===== config.mk =====
export PLATFORM = sky130hd
export DESIGN_NAME = posit_word_packer_flat
export DESIGN_NICKNAME = d
export VERILOG_FILES = /design/src/rtl/posit_word_packer_if.sv /design/src/rtl/posit_word_packer.sv /design/src/flat_wrapper.sv
export SDC_FILE = /design/constraint.sdc
export NUM_CORES = 1
export LEC_CHECK = 0
export ABC_AREA = 1
export CORE_MARGIN = 10
export CORE_UTILIZATION = 52
export DETAILED_ROUTE_END_ITERATION = 16
export PLACE_DENSITY_LB_ADDON = 0.25
export SLEW_MARGIN = 0
export SYNTH_ARGS = -nofsm -noshare
export SYNTH_HDL_FRONTEND = slang
export SYNTH_SLANG_ARGS = --single-unit
export TNS_END_PERCENT = 100

===== constraint.sdc =====
create_clock -name clock -period 2.67 [get_ports clock]
set_clock_uncertainty 0.15 [all_clocks]
set_input_delay 0.534 -clock clock [delete_from_list [all_inputs] [get_ports clock]]
set_output_delay 0.534 -clock clock [all_outputs]
set_load 0.01 [all_outputs]

===== src/rtl/posit_word_packer_if.sv =====
// Stream bundle between the posit encoder, the word packer and the writeback consumer.
// The packer takes the slave modport; whoever feeds and drains it takes the master modport.
interface posit_word_packer_if #(
    parameter int WIDTH = 8,
    parameter int LANES = 4
);
    logic                   inValid;
    logic                   inReady;
    logic [WIDTH-1:0]       inData;
    logic                   inLast;
    logic                   flush;
    logic                   outValid;
    logic                   outReady;
    logic [WIDTH*LANES-1:0] outData;
    logic [LANES-1:0]       outKeep;
    logic                   outLast;

    modport slave (
        input  inValid, inData, inLast, flush, outReady,
        output inReady, outValid, outData, outKeep, outLast
    );

    modport master (
        output inValid, inData, inLast, flush, outReady,
        input  inReady, outValid, outData, outKeep, outLast
    );
endinterface


===== src/rtl/posit_word_packer.sv =====
// Packs LANES posits into one output word, with early completion on inLast or flush.
// Defining POSIT_WORD_PACKER_NAR_COUNT_EN adds a saturating tally of NaR input beats.
module posit_word_packer #(
    parameter int WIDTH           = 8,
    parameter int LANES           = 4,
    parameter int NAR_COUNT_WIDTH = 16
) (
    input  logic clock,
    input  logic reset,
`ifdef POSIT_WORD_PACKER_NAR_COUNT_EN
    output logic [NAR_COUNT_WIDTH-1:0] narCount,
`endif
    posit_word_packer_if.slave bus
);
    localparam int FILL_W  = $clog2(LANES);
    localparam int COUNT_W = FILL_W + 1;
    localparam int ACC_W   = (LANES - 1) * WIDTH;
    localparam int WORD_W  = LANES * WIDTH;

    if (LANES < 2 || (LANES & (LANES - 1)) != 0) begin : gBadLanes
        $error("LANES must be a power of two and at least 2");
    end
    if (NAR_COUNT_WIDTH < 1) begin : gBadNarWidth
        $error("NAR_COUNT_WIDTH must be at least 1");
    end

    logic [ACC_W-1:0]  acc;
    logic [FILL_W-1:0] fill;
    logic              outValidReg;
    logic [WORD_W-1:0] outDataReg;
    logic [LANES-1:0]  outKeepReg;
    logic              outLastReg;

    logic              inReady;
    logic              accept;
    logic              complete;
    logic [COUNT_W-1:0] laneCount;
    logic [WORD_W-1:0] wordNext;
    logic [LANES-1:0]  keepNext;
    int                fillInt;

    assign inReady  = !outValidReg || bus.outReady;
    assign accept   = bus.inValid && inReady;
    assign complete = (accept && (fill == FILL_W'(LANES - 1) || bus.inLast || bus.flush))
                   || (bus.flush && inReady && fill != '0);

    // The word as it would look if it completed now: stored lanes plus the current beat.
    always_comb begin
        fillInt   = int'(fill);
        wordNext  = '0;
        wordNext[ACC_W-1:0] = acc;
        if (accept) begin
            wordNext[fillInt*WIDTH +: WIDTH] = bus.inData;
        end
        laneCount = {1'b0, fill} + {{FILL_W{1'b0}}, accept};
        keepNext  = '0;
        for (int i = 0; i < LANES; i++) begin
            keepNext[i] = (i < int'(laneCount));
        end
    end

    always_ff @(posedge clock) begin
        if (reset) begin
            acc         <= '0;
            fill        <= '0;
            outValidReg <= 1'b0;
            outDataReg  <= '0;
            outKeepReg  <= '0;
            outLastReg  <= 1'b0;
        end else if (complete) begin
            outDataReg  <= wordNext;
            outKeepReg  <= keepNext;
            outLastReg  <= accept && bus.inLast;
            outValidReg <= 1'b1;
            acc         <= '0;
            fill        <= '0;
        end else begin
            if (outValidReg && bus.outReady) begin
                outValidReg <= 1'b0;
            end
            if (accept) begin
                acc  <= wordNext[ACC_W-1:0];
                fill <= fill + 1'b1;
            end
        end
    end

`ifdef POSIT_WORD_PACKER_NAR_COUNT_EN
    localparam logic [WIDTH-1:0] NAR_PATTERN = {1'b1, {(WIDTH-1){1'b0}}};

    always_ff @(posedge clock) begin
        if (reset) begin
            narCount <= '0;
        end else if (accept && bus.inData == NAR_PATTERN && narCount != '1) begin
            narCount <= narCount + 1'b1;
        end
    end
`endif

    assign bus.inReady  = inReady;
    assign bus.outValid = outValidReg;
    assign bus.outData  = outDataReg;
    assign bus.outKeep  = outKeepReg;
    assign bus.outLast  = outLastReg;
endmodule

===== src/flat_wrapper.sv =====
// flat-port wrapper written by rule: the top's interface ports become plain ports
module posit_word_packer_flat 
#(
    parameter int WIDTH           = 8,
    parameter int LANES           = 4,
    parameter int NAR_COUNT_WIDTH = 16
)
  (clock, reset, bus_inValid, bus_inData, bus_inLast, bus_flush, bus_outReady, bus_inReady, bus_outValid, bus_outData, bus_outKeep, bus_outLast);
  posit_word_packer_if #(.WIDTH(WIDTH), .LANES(LANES)) bus_i ();
  input  logic clock;
  input  logic reset;
  input wire logic [$bits(bus_i.inValid)-1:0] bus_inValid;
  input wire logic [$bits(bus_i.inData)-1:0] bus_inData;
  input wire logic [$bits(bus_i.inLast)-1:0] bus_inLast;
  input wire logic [$bits(bus_i.flush)-1:0] bus_flush;
  input wire logic [$bits(bus_i.outReady)-1:0] bus_outReady;
  output wire logic [$bits(bus_i.inReady)-1:0] bus_inReady;
  output wire logic [$bits(bus_i.outValid)-1:0] bus_outValid;
  output wire logic [$bits(bus_i.outData)-1:0] bus_outData;
  output wire logic [$bits(bus_i.outKeep)-1:0] bus_outKeep;
  output wire logic [$bits(bus_i.outLast)-1:0] bus_outLast;
  assign bus_i.inValid = bus_inValid;
  assign bus_i.inData = bus_inData;
  assign bus_i.inLast = bus_inLast;
  assign bus_i.flush = bus_flush;
  assign bus_i.outReady = bus_outReady;
  assign bus_inReady = bus_i.inReady;
  assign bus_outValid = bus_i.outValid;
  assign bus_outData = bus_i.outData;
  assign bus_outKeep = bus_i.outKeep;
  assign bus_outLast = bus_i.outLast;
  posit_word_packer #(.WIDTH(WIDTH), .LANES(LANES), .NAR_COUNT_WIDTH(NAR_COUNT_WIDTH)) u_core (.clock(clock), .reset(reset), .bus(bus_i));
endmodule

## Word level (Yosys, flattened, before mapping)

Index checks and enable logic that the tools add are counted.

- Bits in registers: 64
- Input bits: 14
- Output and inout port bits: 39
- Word-level logic and storage cells: 34

- Add/sub/neg operators: 3
- $lt $le $gt $ge: 4
- Equality and inequality tests: 1
- Shift operators: 2
- Mux-type cells: 4
- Reduce and logical (&&, ||, !) cells: 14

Operators by type and width:

| kind | count |
|---|---|
| 5-bit negator with 33-bit output | 1 |
| 8-bit by 33-bit variable shift with 32-bit output, first input constant | 1 |
| 8-bit by 33-bit indexed part select with 32-bit output | 1 |
| 32-bit bitwise mux | 1 |
| 32-bit two-way mux | 1 |
| 1-bit logical AND | 6 |
| 1-bit by 3-bit < comparator with 1-bit output, first input constant | 2 |
| 2-bit by 3-bit < comparator with 1-bit output, first input constant | 2 |
| 1-bit logical OR | 4 |
| 2-bit nonzero test | 2 |
| 2-bit by 1-bit adder with 3-bit output | 1 |
| 2-bit by 1-bit adder with 2-bit output, second input constant | 1 |
| 2-bit equality test, second input constant | 1 |
| 1-bit two-way mux | 2 |
| 2-bit OR reduction | 1 |
| 1-bit zero test | 1 |

## Depth between registers and ports, before layout

Gate-level depths: netlist (run 1).

- Depth after elaboration: 6
- Gate-level depth with buffers: 11
- Gate-level depth less buffers: 10

## Worst setup path after synthesis (run 1)

Ideal clock, no wire load.

- Kind: register to register
- From: reg u_core.fill[0]
- To: reg u_core.acc[0]
- Setup time: 0.059 ns
- Arrival: 1.636 ns
- Data required time: 2.461 ns
- Setup slack: 0.825 ns
- Stages on the path, launching flop included: 7
- Path buffers: 0
- Clock period less this slack: 1.845 ns
- Cell sequence: dfxtp_1 -> inv_1 -> ha_1 -> nor2_1 -> nand3_1 -> o21ai_0 -> and2_1

- Cells in the longest elaborated chain, start to end: 6
- Elaborated cells between the ends (all ways): 13
- Those cells by class: add/sub: 1; eq/ne: 1; shift: 2; mux: 2; reduce/logical: 7

Ends and longest elaborated chain:

| what | RTL line | source |
|---|---|---|
| start, declared | posit_word_packer.sv:28 | `logic [FILL_W-1:0] fill;` |
| start signal, assigned | posit_word_packer.sv:83 | `fill <= fill + 1'b1;` |
| parallel branches: the longest is 6 deep, another holds 5-bit negator with 33-bit output | n/a |  |
| end signal, assigned | posit_word_packer.sv:82 | `acc <= wordNext[ACC_W-1:0];` |
| end, declared | posit_word_packer.sv:27 | `logic [ACC_W-1:0] acc;` |

Parallel ways; which one is timed is not known.
A chain may end at the register's enable or synchronous reset.

## Worst setup path in the final report (run 1)

- From: in bus_outReady
- To: out bus_inReady

- Cells in the longest elaborated chain, start to end: 1

Ends and longest elaborated chain:

| what | RTL line | source |
|---|---|---|
| start, declared | flat_wrapper.sv:16 | `input wire logic [$bits(bus_i.outReady)-1:0] bus_outReady;` |
| 1-bit logical OR | posit_word_packer.sv:42 | `assign inReady = !outValidReg \|\| bus.outReady;` |
| end, declared | flat_wrapper.sv:17 | `output wire logic [$bits(bus_i.inReady)-1:0] bus_inReady;` |

No other way between the ends.

==> results of run 1 <==
-- placed cells by master, fill, tap and decap left out --
cell type                         netlist  layout
sky130_fd_sc_hd__clkinv_2               0       2
sky130_fd_sc_hd__inv_1                 20      20
sky130_fd_sc_hd__nand2_4                1       1
sky130_fd_sc_hd__clkdlybuf4s50_1        0      52
sky130_fd_sc_hd__o21ai_0               11      11
sky130_fd_sc_hd__nand3_1               25      25
sky130_fd_sc_hd__nand2_2               21      21
sky130_fd_sc_hd__inv_2                  2       2
sky130_fd_sc_hd__and2_1                11      11
sky130_fd_sc_hd__nand3_4                1       1
sky130_fd_sc_hd__buf_12                 0       2
sky130_fd_sc_hd__clkbuf_8               0       9
sky130_fd_sc_hd__dfxtp_1               64      64
sky130_fd_sc_hd__buf_4                  0       4
sky130_fd_sc_hd__inv_6                  0       1
sky130_fd_sc_hd__clkinvlp_4             0       1
sky130_fd_sc_hd__nor3_1                 3       3
sky130_fd_sc_hd__or2_2                  1       1
sky130_fd_sc_hd__ha_1                   9       9
sky130_fd_sc_hd__nand3_2                1       1
sky130_fd_sc_hd__a21oi_4                2       2
sky130_fd_sc_hd__a21oi_1               12      12
sky130_fd_sc_hd__nand2_1              154     154
sky130_fd_sc_hd__nor2_1                33      33
sky130_fd_sc_hd__bufinv_16              0       2
sky130_fd_sc_hd__clkinv_4               0       1
-- synth_stat cells (all sizes together) --
cell type	number	area [um^2]
or2	1	6.26
nor2	33	124
buf	14	114
a21oi	14	92.6
ha	9	113
nand3	27	153
inv	22	82.6
nand2	176	721
o21ai	11	55.1
nor3	3	15.0
dfxtp	64	1280
and2	11	68.8
clkbuf	1	3.75
-- tightest hold or removal path, cell delays in order (launching register included) --
cell and delay (ns):
sky130_fd_sc_hd__dfxtp_1 0.31, sky130_fd_sc_hd__nand2_1 0.06, sky130_fd_sc_hd__nand2_1 0.04
-- metal layers --
| layer | routed length [um] | vias to the layer above | GRT usage, % |
|---|---|---|---|
| met4 | 120 | 0 | 8.23 |
| met5 | 0 | - | 0 |
| met1 | 2890 | 1126 | 17.8 |
| met3 | 477 | 13 | 5.76 |
| li1 | - | 1294 | - |
| met2 | 3080 | 71 | 25.3 |
-- registers in the layout, summed over array words and instances, names as in the netlist --
register / cells
u_core.bus.outData: 32
u_core.acc: 24
u_core.bus.outKeep: 4
u_core.fill: 2
u_core.bus.outLast: 1
u_core.bus.outValid: 1
-- layout make-up --
cell class	count	area [um^2]	area share (%)
Multi-Input combinational cell	285	1350	37.3
Sequential cell	64	1280	35.5
Timing Repair Buffer	58	591	16.4
Clock buffer	9	124	3.43
Clock inverter	7	95.1	2.64
Tap cell	70	87.6	2.43
Inverter	22	82.6	2.29
-- per-stage QoR --
stage	power, uW	instance area [um^2]	worst slack, ns
final	2160	3610	0.203
after global routing	2240	3610	0.128
after CTS	2160	3610	0.197
after detailed placement	1250	3390	0.207
after global placement	1250	3390	0.243
after floorplan	1170	2830	0.825
-- path summary, 6_finish.rpt --
kind	slack, ns	startpoint	to
min reg2reg	0.30	u_core.bus.outKeep[1]$_SDFFE_PP0P_	u_core.bus.outKeep[1]$_SDFFE_PP0P_
min	0.30	u_core.bus.outKeep[1]$_SDFFE_PP0P_	u_core.bus.outKeep[1]$_SDFFE_PP0P_
max reg2reg	0.47	u_core.fill[1]$_SDFFE_PP0N_	u_core.bus.outData[26]$_SDFFE_PP0P_
max	0.20	bus_outReady	bus_inReady
-- logic make-up after synthesis --
logic type | synth area share [%]
AO/OA/AOI/OAI | 5.22
buffers and inverters | 7.08
flip-flops | 45.3
AND/OR/NAND/NOR | 38.4
adder cells (fa/ha/maj) | 3.98
-- power by group through the flow --
stage / combinational (uW) / sequential, uW / clock [uW]
final: 246 / 986 / 923
after global routing: 270 / 988 / 985
after CTS: 244 / 986 / 931
after detailed placement: 243 / 1010 / 0
after global placement: 238 / 1010 / 0
after floorplan: 150 / 1020 / 0
==> results, run 1 <==
- The number of synthesized register bits is 64.
- The final worst hold slack is 0.298 ns.
- The area inside the core boundary is 0.00520 mm^2.
- Of the cells placed in the final design, the portion with a size suffix greater than 1 is 11.5%.
- The number of remaining DRC errors is 0.
- The first routing iteration left 130 violations.
- Summed over all cells, the static leakage comes to 0.00161 uW.
- The total CTS buffers is 9.
- In the global route stage, overall resource usage came out at 15.7%.
- The vias per cell is 4.86.
- The first global-routing pass estimated 11,100 um of wire.
- After the flow finishes, the layout carries non-filler instances totaling 515.
- Clock-pin slew was measured on the worst setup and hold paths at 0.07 ns.
- The critical path is of the primary input to output port type.
- After clock tree synthesis, the repair step resized 0 gates.
- The clock tree root driver cell is sky130_fd_sc_hd__clkbuf_8.
- The count of vias placed by the detailed router is 2,504.
- The final global-route overflow total is 0.
- For this run, the register share of the synthesized area comes to 45.3%.
- The max-slew violation count is 0.
- The post-placement cell count is 499.
- The kind of capture point of the worst setup path is an output port.
- The CTS tree is yes.
- The standard-cell row count is 26.
- The maximum number of buffers from clock root to sink is 2.
- The sequential cell fraction of total power is 45.8%.
- Internal power comes to 1600 uW.
- A synthesized cell averages 7.33 um^2.
- Setup violations remaining at the end of the flow were counted as 0.
- The final sum of negative setup slack is 0 ns.
- Counting cells, the worst reg-to-reg path comes to 8.
- The final critical-path share of the clock period is 92.4%.
- The count of buffers from port buffering is 52.
- Dividing the detail-routed wire length by the instance count gives 12.7 um.
- Combinational cells account for 11.4% of the total power.
- The number of search-and-repair iterations in the first detailed-routing pass is 4.
- Based on the critical path, the design can be clocked at up to 0.405 GHz.
- The initial antenna violation count came to 0.
- Measured against its own limit, the worst slew margin works out to 68.8%.
- The floorplan die height is 93.8 um.
- The clock tree synthesis step divided the H-tree into 3 levels.
- For the pin with the worst max-slew slack, the measured transition is 0.466 ns.
- Max-cap violations in this run came to 0.
- The cell area power density is 597 mW/mm^2.
- The final layout contains 463 nets.
- Once detail routing completed, the nets flagged for antenna violations numbered 0.
- The final number of hold-violating endpoints was 0.
- For this run, the slowest stage of the critical path takes 0.57 ns.
- The arrival time of the worst setup path is 1.78 ns.
- The initial core utilization is 54.4%.
- The aggregate routed wire length is 6570 um.
- The run finished with clean final reports.
- The chip width is 93.8 um.
- Entering global routing, the biggest net connects 35 pins.
- Setup repair after global routing left no endpoint under its margin.
- Once the clock tree was built, the setup fixing pass inserted 0 buffers.
- The critical path depth in cells is 4.
- The filler cell count is 449.
- The switching power summed over all nets is 558 uW.
- The slowest stage of the critical path belongs to the cell sky130_fd_sc_hd__clkdlybuf4s50_1.
- The number of global-route vias before repair came to 2,394.
- The worst hold path was traced through 2 stages.
- The Yosys step of the flow raised 0 warnings.
- The total inserted antenna cells is 0.
- The cell area after synthesis is 0.00283 mm^2.
- Along the worst path, the maximum fanout reaches 7.
- The boundary pin count is 53.
- The synthesized netlist net count is 409.
- The most numerous cell type found on the critical path is sky130_fd_sc_hd__clkdlybuf4s50_1.
- The startpoint type of the worst setup path is a primary input.
- In this run, the clock network consumes 42.8% of the power.
- Walking the worst path, the cells encountered are clkdlybuf4s50_1 > inv_1 > nand2_2 > clkdlybuf4s50_1.
- The clock latency at the later pin of the worst-skew pair is 0.35 ns.
- The hold buffer count at cts is 0.
- At the end of the flow the core is filled with cells to 69.3%.
- The total clock sinks is 64.
- The worst-case IR drop observed on VDD is 0.417 mV.
- The minimum clock period is 2.47 ns.
- The area growth from synthesis to final layout is 27.6%.
- The synthesized netlist contains 20 unique library cells.
- The final RePlAce weighted congestion is 0.834.
- For the worst setup path, the data required time is 1.99 ns.
- The gate count after technology mapping is 386.
- Counting both buffers and inverters, the worst setup path holds a total of 3.
- Net switching is 25.9% of the power.
- The path class of the tightest hold or removal check is flop to flop.
- Grouping stages by cell kind, the critical path spends the most delay in buffers and inverters.
- The floorplan step defined a die boundary enclosing 0.00879 mm^2.
- Detailed placement ended at an HPWL of 4600 um.
Note: power is estimated with default switching activity, not from simulation.
==> run 2, diff against run 1 <==
--- a/config.mk
+++ b/config.mk
@@ -7,7 +7,7 @@
 export LEC_CHECK = 0
 export ABC_AREA = 1
 export CORE_MARGIN = 10
-export CORE_UTILIZATION = 52
+export CORE_UTILIZATION = 31
 export DETAILED_ROUTE_END_ITERATION = 16
 export PLACE_DENSITY_LB_ADDON = 0.25
 export SLEW_MARGIN = 0
==> results, run 2 (synthesis gave the netlist of run 1 again) <==
- After detailed routing, the total wire length is 6730 um.
- The count of buffers added on input and output ports is 52.
- The path class of the tightest hold or removal check is flop to flop.
- The worst path in the final design needs a cycle of 2.46 ns, including I/O delays and setup.
- The H-tree generated during clock tree synthesis spans 3 levels.
- Signal routing reaches up to met4.
- The final route contains 2,430 vias.
- Setup violations remaining at the end of the flow were counted as 0.
- The vias per cell is 4.39.
- Setup repair after global routing left no endpoint under its margin.
- Clock tree synthesis selected as its root buffer the cell sky130_fd_sc_hd__clkbuf_8.
- The number of DRC violations after detailed-routing iteration 0 is 135.
- After clock tree synthesis, the clock-pin slew on the worst setup and hold paths is 0.06 ns.
- Max-cap violations in this run came to 0.
- For this design, the CTS-stage hold fixing added 0 buffers.
- The clock latency at the later pin of the worst-skew pair is 0.35 ns.
- The final total power is 1950 uW.
- The arrival time of the worst setup path is 1.77 ns.
- The worst reg2reg path depth is 6.
- The run finished with clean final reports.
- The boundary pin count is 53.
- The filler cell count is 929.
- The multi-input gate area in the final layout is 0.00135 mm^2.
- STA classifies the critical path startpoint as a primary input.
- The die is 116 um tall.
- The final critical-path share of the clock period is 92.0%.
- The endpoint required time on the critical path is 1.99 ns.
- The area growth from synthesis to layout is 26.9%.
- The floorplan has 34 rows.
- The endpoint identified for the worst register-to-register timing path is u_core.acc[7]$_SDFFE_PP0N_.
- After layout, the worst setup slack is 0.213 ns.
- The number of global-route vias before repair is 2,329.
- In the final routed layout, each cell accounts on average for 12.2 um.
- The total length of routed met2 wires is 3040 um.
- The net count of the finished layout is 463.
- Detailed placement finished with a half-perimeter wire length of 4900 um.
- The maximum number of pins on one net before global-route repair is 34.
- The worst relative slew slack is 69.6%.
- The commonest non-fill, non-tap cell in the layout is sky130_fd_sc_hd__nand2_1.
- The max-slew violation count was 0.
- The first-pass GRT wire length is 11,300 um.
- The critical path is of the primary input to output port type.
- Following the worst setup path forward leads to its endpoint at bus_inReady.
- The region available for standard cell placement spans 0.00881 mm^2.
- The count of nets left with antenna violations once routing finished came out at 0.
- The slew of the pin with the lowest slew margin is 0.455 ns.
- The worst register-to-register path has a setup slack of 0.56 ns.
- Detailed routing placed a total of 453 um of wire on met3.
- Across the whole layout, storage elements account for 0.00128 mm^2.
- In this run the worst path has a maximum fanout of 7.
- The total leakage power is 0.00158 uW.
- The maximum number of buffers from clock root to sink is 2.
- The total clock sinks is 64.
- TritonCTS built the clock tree.
- The critical path startpoint is bus_outReady.
- The global router's overall resource usage is 10.7%.
- The total CTS buffers is 9.
- The initial utilization of the core area, before any placement, comes to 32.1%.
- The worst register-to-register path begins at u_core.fill[1]$_SDFFE_PP0N_.
- For this run, design rule violations remaining after detail routing come to 0.
- After detailed routing, the wire length on met1 is 3090 um.
- The repair_antennas step left the layout with diodes totalling 0.
- The number of search-and-repair iterations in the first detailed-routing pass is 4.
- Gates resized during post-CTS repair numbered 0.
- The final number of hold-violating endpoints came to 0.
- The chip width is 116 um.
- The number of buffers inserted by post-CTS setup repair is 0.
- The worst setup path is captured at an output port.
- The library cells used most frequently in the layout, excluding fill and tap cells, are sky130_fd_sc_hd__nand2_1 (154), sky130_fd_sc_hd__dfxtp_1 (64), sky130_fd_sc_hd__clkdlybuf4s50_1 (52), sky130_fd_sc_hd__nor2_1 (33), sky130_fd_sc_hd__nand3_1 (25).
- The worst-case IR drop observed on VDD is 0.219 mV.
- Adding up every negative setup slack in the final design gives 0 ns.
- The die covers 0.0133 mm^2.
- The post-route netlist has 10.8% of its cells at a drive strength greater than 1.
- The register with the most flip-flops in the layout has 32 of them.
- The final RePlAce weighted congestion is 0.845.
- Power spread over the standard cell area amounts to 544 mW/mm^2.
- The final global-route overflow total is 0.
- At the placement stage, the worst setup path has a slack of 0.197 ns.
- The initial antenna violation count is 0.
- Derived from the worst setup path, the maximum achievable clock frequency is 0.407 GHz.
## run 2: cell types whose count changed in the layout (fill, tap and decap cells not counted), sizes merged
cell	delta
bufinv	-2
clkbuf	+4
clkinv	-1
inv	-1
## run 2: routing by layer
layer,GRT usage (%),vias to the layer above
li1,-,1304
met1,12.7,1066
met2,16.6,50
met3,4.81,10
met4,4.56,0
met5,0,-
## run 2: area by class of cell
cell class,instances,area share [%]
Multi-Input combinational cell,285,37.5
Sequential cell,64,35.7
Timing Repair Buffer,58,16.1
Clock buffer,13,4.15
Tap cell,108,3.76
Inverter,22,2.30
Clock inverter,3,0.488
## run 2: worst max-delay path: stages
cell and delay (ns):
sky130_fd_sc_hd__clkdlybuf4s50_1 0.46, sky130_fd_sc_hd__inv_1 0.08, sky130_fd_sc_hd__nand2_2 0.14, sky130_fd_sc_hd__clkdlybuf4s50_1 0.56
## run 2: where the power goes
part / switching [uW] / internal, uW / total [uW]
clock: 368 / 360 / 727
sequential: 12.0 / 975 / 987
combinational: 146 / 92.5 / 238
total: 525 / 1430 / 1950
## run 2: worst min-delay path by stage
stage                                                  start                                 end  slack, ns  cells past startpoint
after global placement    u_core.bus.outKeep[1]$_SDFFE_PP0P_  u_core.bus.outKeep[1]$_SDFFE_PP0P_       0.28                      2
after global routing      u_core.bus.outKeep[1]$_SDFFE_PP0P_  u_core.bus.outKeep[1]$_SDFFE_PP0P_       0.32                      2
after floorplan                  u_core.acc[23]$_SDFFE_PP0N_         u_core.acc[23]$_SDFFE_PP0N_       0.30                      2
final                     u_core.bus.outKeep[1]$_SDFFE_PP0P_  u_core.bus.outKeep[1]$_SDFFE_PP0P_       0.30                      2
after CTS                 u_core.bus.outKeep[1]$_SDFFE_PP0P_  u_core.bus.outKeep[1]$_SDFFE_PP0P_       0.30                      2
after detailed placement     u_core.bus.outLast$_SDFFE_PP0P_     u_core.bus.outLast$_SDFFE_PP0P_       0.29                      2
## run 2: metrics by stage
step | util (%) | instance area (um^2) | hold slack, ns | cells
3_3_place_gp | 38.9 | 3420 | 0.284 | 537
2_1_floorplan | - | 2830 | 0.299 | 386
5_1_grt | 40.8 | 3590 | 0.319 | 553
4_1_cts | 40.8 | 3590 | 0.304 | 553
3_5_place_dp | 38.9 | 3420 | 0.286 | 537
6_report | 40.8 | 3590 | 0.300 | 553
==> run 3, diff against run 2 <==
--- a/config.mk
+++ b/config.mk
@@ -6,7 +6,6 @@
 export NUM_CORES = 1
 export LEC_CHECK = 0
 export ABC_AREA = 1
-export CORE_MARGIN = 10
 export CORE_UTILIZATION = 31
 export DETAILED_ROUTE_END_ITERATION = 16
 export PLACE_DENSITY_LB_ADDON = 0.25
==> results, run 3 (synthesis gave the netlist of run 1 again) <==
- For the pin with the worst max-slew slack, the measured transition is 0.921 ns.
- In this run the worst path has a maximum fanout of 7.
- The tightest min-delay check is of the flop to flop type.
- The endpoint required time on the critical path is 1.99 ns.
- In the final routed layout, each cell accounts on average for 11.5 um.
- For this design, the sink count on the clock tree is 64.
- At the end of the flow the core is filled with cells to 41.2%.
- The H-tree depth reported by CTS is 3.
- The final critical-path share of the clock period is 92.5%.
- The number of global-route vias before repair is 2,327.
- The endpoint of the most critical register-to-register path is u_core.acc[6]$_SDFFE_PP0N_.
- After global routing the overflow that remains totals 0.
- The aggregate routed wire length is 6340 um.
- The final total power is 2070 uW.
- Setup repair after global routing left no endpoint under its margin.
- The standard-cell row count is 34.
- Across the VDD grid, the largest voltage drop is 0.241 mV.
- The startpoint type of the worst setup path is a primary input.
- For this run, the top clock speed supported by timing is 0.405 GHz.
- The total leakage power is 0.00159 uW.
- The library cell used most frequently in the layout, excluding fill and tap cells, is sky130_fd_sc_hd__nand2_1.
- The clock latency at the later pin of the worst-skew pair is 0.34 ns.
- The multi-input gate area in the final layout is 0.00135 mm^2.
- The minimum clock period is 2.47 ns.
- The kind of critical path is primary input to output port.
- The final antenna-violating net count is 0.
- The total setup violations reported at the end of the flow is 0.
- Setup total negative slack on the finished layout was measured at 0 ns.
- The first global-routing pass estimated 10,700 um of wire.
- The worst setup path is captured at an output port.
- Detailed routing inserted a total of 2,446 vias.
- The area growth from synthesis to layout is 27.6%.
- The total CTS buffers is 9.
- The arrival time of the worst setup path is 1.79 ns.
- The CTS tree is yes.
- Power spread over the standard cell area amounts to 573 mW/mm^2.
- The maximum number of pins on one net before global-route repair is 48.
- The worst relative slew slack is 38.5%.
- The repair_antennas step left the layout with diodes totalling 0.
- The filler cell count is 917.
- After clock tree synthesis, the clock-pin slew on the worst setup and hold paths is 0.07 ns.
- Using the TritonRoute via totals, the vias-per-cell ratio works out to 4.44.
- The number of buffers inserted by post-CTS setup repair is 0.
- The final RePlAce weighted congestion is 0.776.
- Before antenna repair, the detailed router went through 5 iterations.
- The global router's overall resource usage is 14.1%.
- The startpoint identified for the worst register-to-register timing path is u_core.fill[0]$_SDFFE_PP0N_.
- After the first detailed-routing iteration, the DRC count stood at 91.
- The slack of the worst reg-to-reg path is 0.42 ns.
- The initial core utilization is 32.3%.
- In the routed design, unresolved DRC markers number 0.
- The chip width is 97.5 um.
- The number of cells traversed by the worst hold path is 2.
- The area inside the core boundary is 0.00876 mm^2.
- Counting along the longest clock path gives a buffer depth of 2.
- The flow ran to the end, and the final reports show no timing, DRC or antenna violations.
- The floorplan step set the die height to 97.5 um.
- The net count reported at finish is 461.
- The post-placement cell count is 535.
- The max-capacitance violation count is 0.
- The hold buffer count at cts is 0.
- Summing all flip-flop and latch instances after layout gives 0.00128 mm^2.
- The number of cells in the finished layout apart from fillers is 551.
- The library cells used most frequently in the layout, excluding fill and tap cells, are sky130_fd_sc_hd__nand2_1 (154), sky130_fd_sc_hd__dfxtp_1 (64), sky130_fd_sc_hd__clkdlybuf4s50_1 (52), sky130_fd_sc_hd__nor2_1 (33), sky130_fd_sc_hd__nand3_1 (25).
- The register with the most flip-flops in the layout has 32 of them.
- Summed over all nets, the half-perimeter wirelength after detailed placement is 4400 um.
- During I/O placement, the number of pins put on the boundary was 53.
- The tree is rooted in a sky130_fd_sc_hd__clkbuf_8.
- The number of gates resized after CTS was 0.
- The die covers 0.00951 mm^2.
- The max-slew violation count is 0.
- The initial antenna violation count is 0.
- The post-route netlist has 10.6% of its cells at a drive strength greater than 1.
- The end point of the worst hold path is u_core.bus.outLast$_SDFFE_PP0P_.
- The final number of hold-violating endpoints was 0.
- The launch point of the worst hold path is u_core.bus.outLast$_SDFFE_PP0P_.
- The final worst hold slack is 0.303 ns.
- The count of buffers from port buffering is 52.
- The worst reg2reg path depth is 7.
==> run 3: changes by cell type in the layout (fill, tap and decap cells not counted), sizes merged <==
cell and delta:
clkinvlp -1, buf -2, bufinv +1
==> run 3: critical path, cell delays in order <==
cell and delay (ns):
sky130_fd_sc_hd__clkdlybuf4s50_1 0.46, sky130_fd_sc_hd__inv_1 0.08, sky130_fd_sc_hd__nand2_2 0.14, sky130_fd_sc_hd__clkdlybuf4s50_1 0.58
==> run 3: metal layers <==
metal / up-vias / GRT usage, % / share of wire, %
li1: 1297 / - / -
met1: 1088 / 17.7 / 49
met2: 52 / 22.8 / 45
met3: 9 / 3.31 / 4.0
met4: 0 / 6.45 / 1.6
met5: - / 0 / 0
==> run 3: through the flow <==
| stage | cell area [um^2] | worst slack [ns] |
|---|---|---|
| detailed placement | 3410 | 0.0631 |
| global placement | 3410 | 0.139 |
| CTS | 3610 | 0.194 |
| global route | 3610 | 0.160 |
| floorplan | 2830 | 0.825 |
| finish | 3610 | 0.201 |
==> run 3: cell type report <==
type / instances / share of cell area (%)
multi-input combinational: 285 / 37.3
tap: 108 / 3.74
timing repair buffer: 56 / 15.6
inverter: 22 / 2.29
clock inverter: 3 / 1.11
clock buffer: 13 / 4.40
sequential: 64 / 35.5
==> run 3: worst max path at each step <==
stage                                     start                         end  cells past startpoint
global route                       bus_outReady                 bus_inReady                      4
CTS                                bus_outReady                 bus_inReady                      4
global placement                   bus_outReady  u_core.acc[7]$_SDFFE_PP0N_                      7
finish                             bus_outReady                 bus_inReady                      4
detailed placement                 bus_outReady  u_core.acc[6]$_SDFFE_PP0N_                      7
floorplan           u_core.fill[0]$_SDFFE_PP0N_  u_core.acc[0]$_SDFFE_PP0N_                      6
==> run 3: where the power goes <==
group / leakage (uW) / internal [uW] / switching [uW]
sequential: 0.000517 / 975 / 13.7
combinational: 0.000974 / 89.2 / 144
clock: 0.000103 / 480 / 367
total: 0.00159 / 1540 / 525
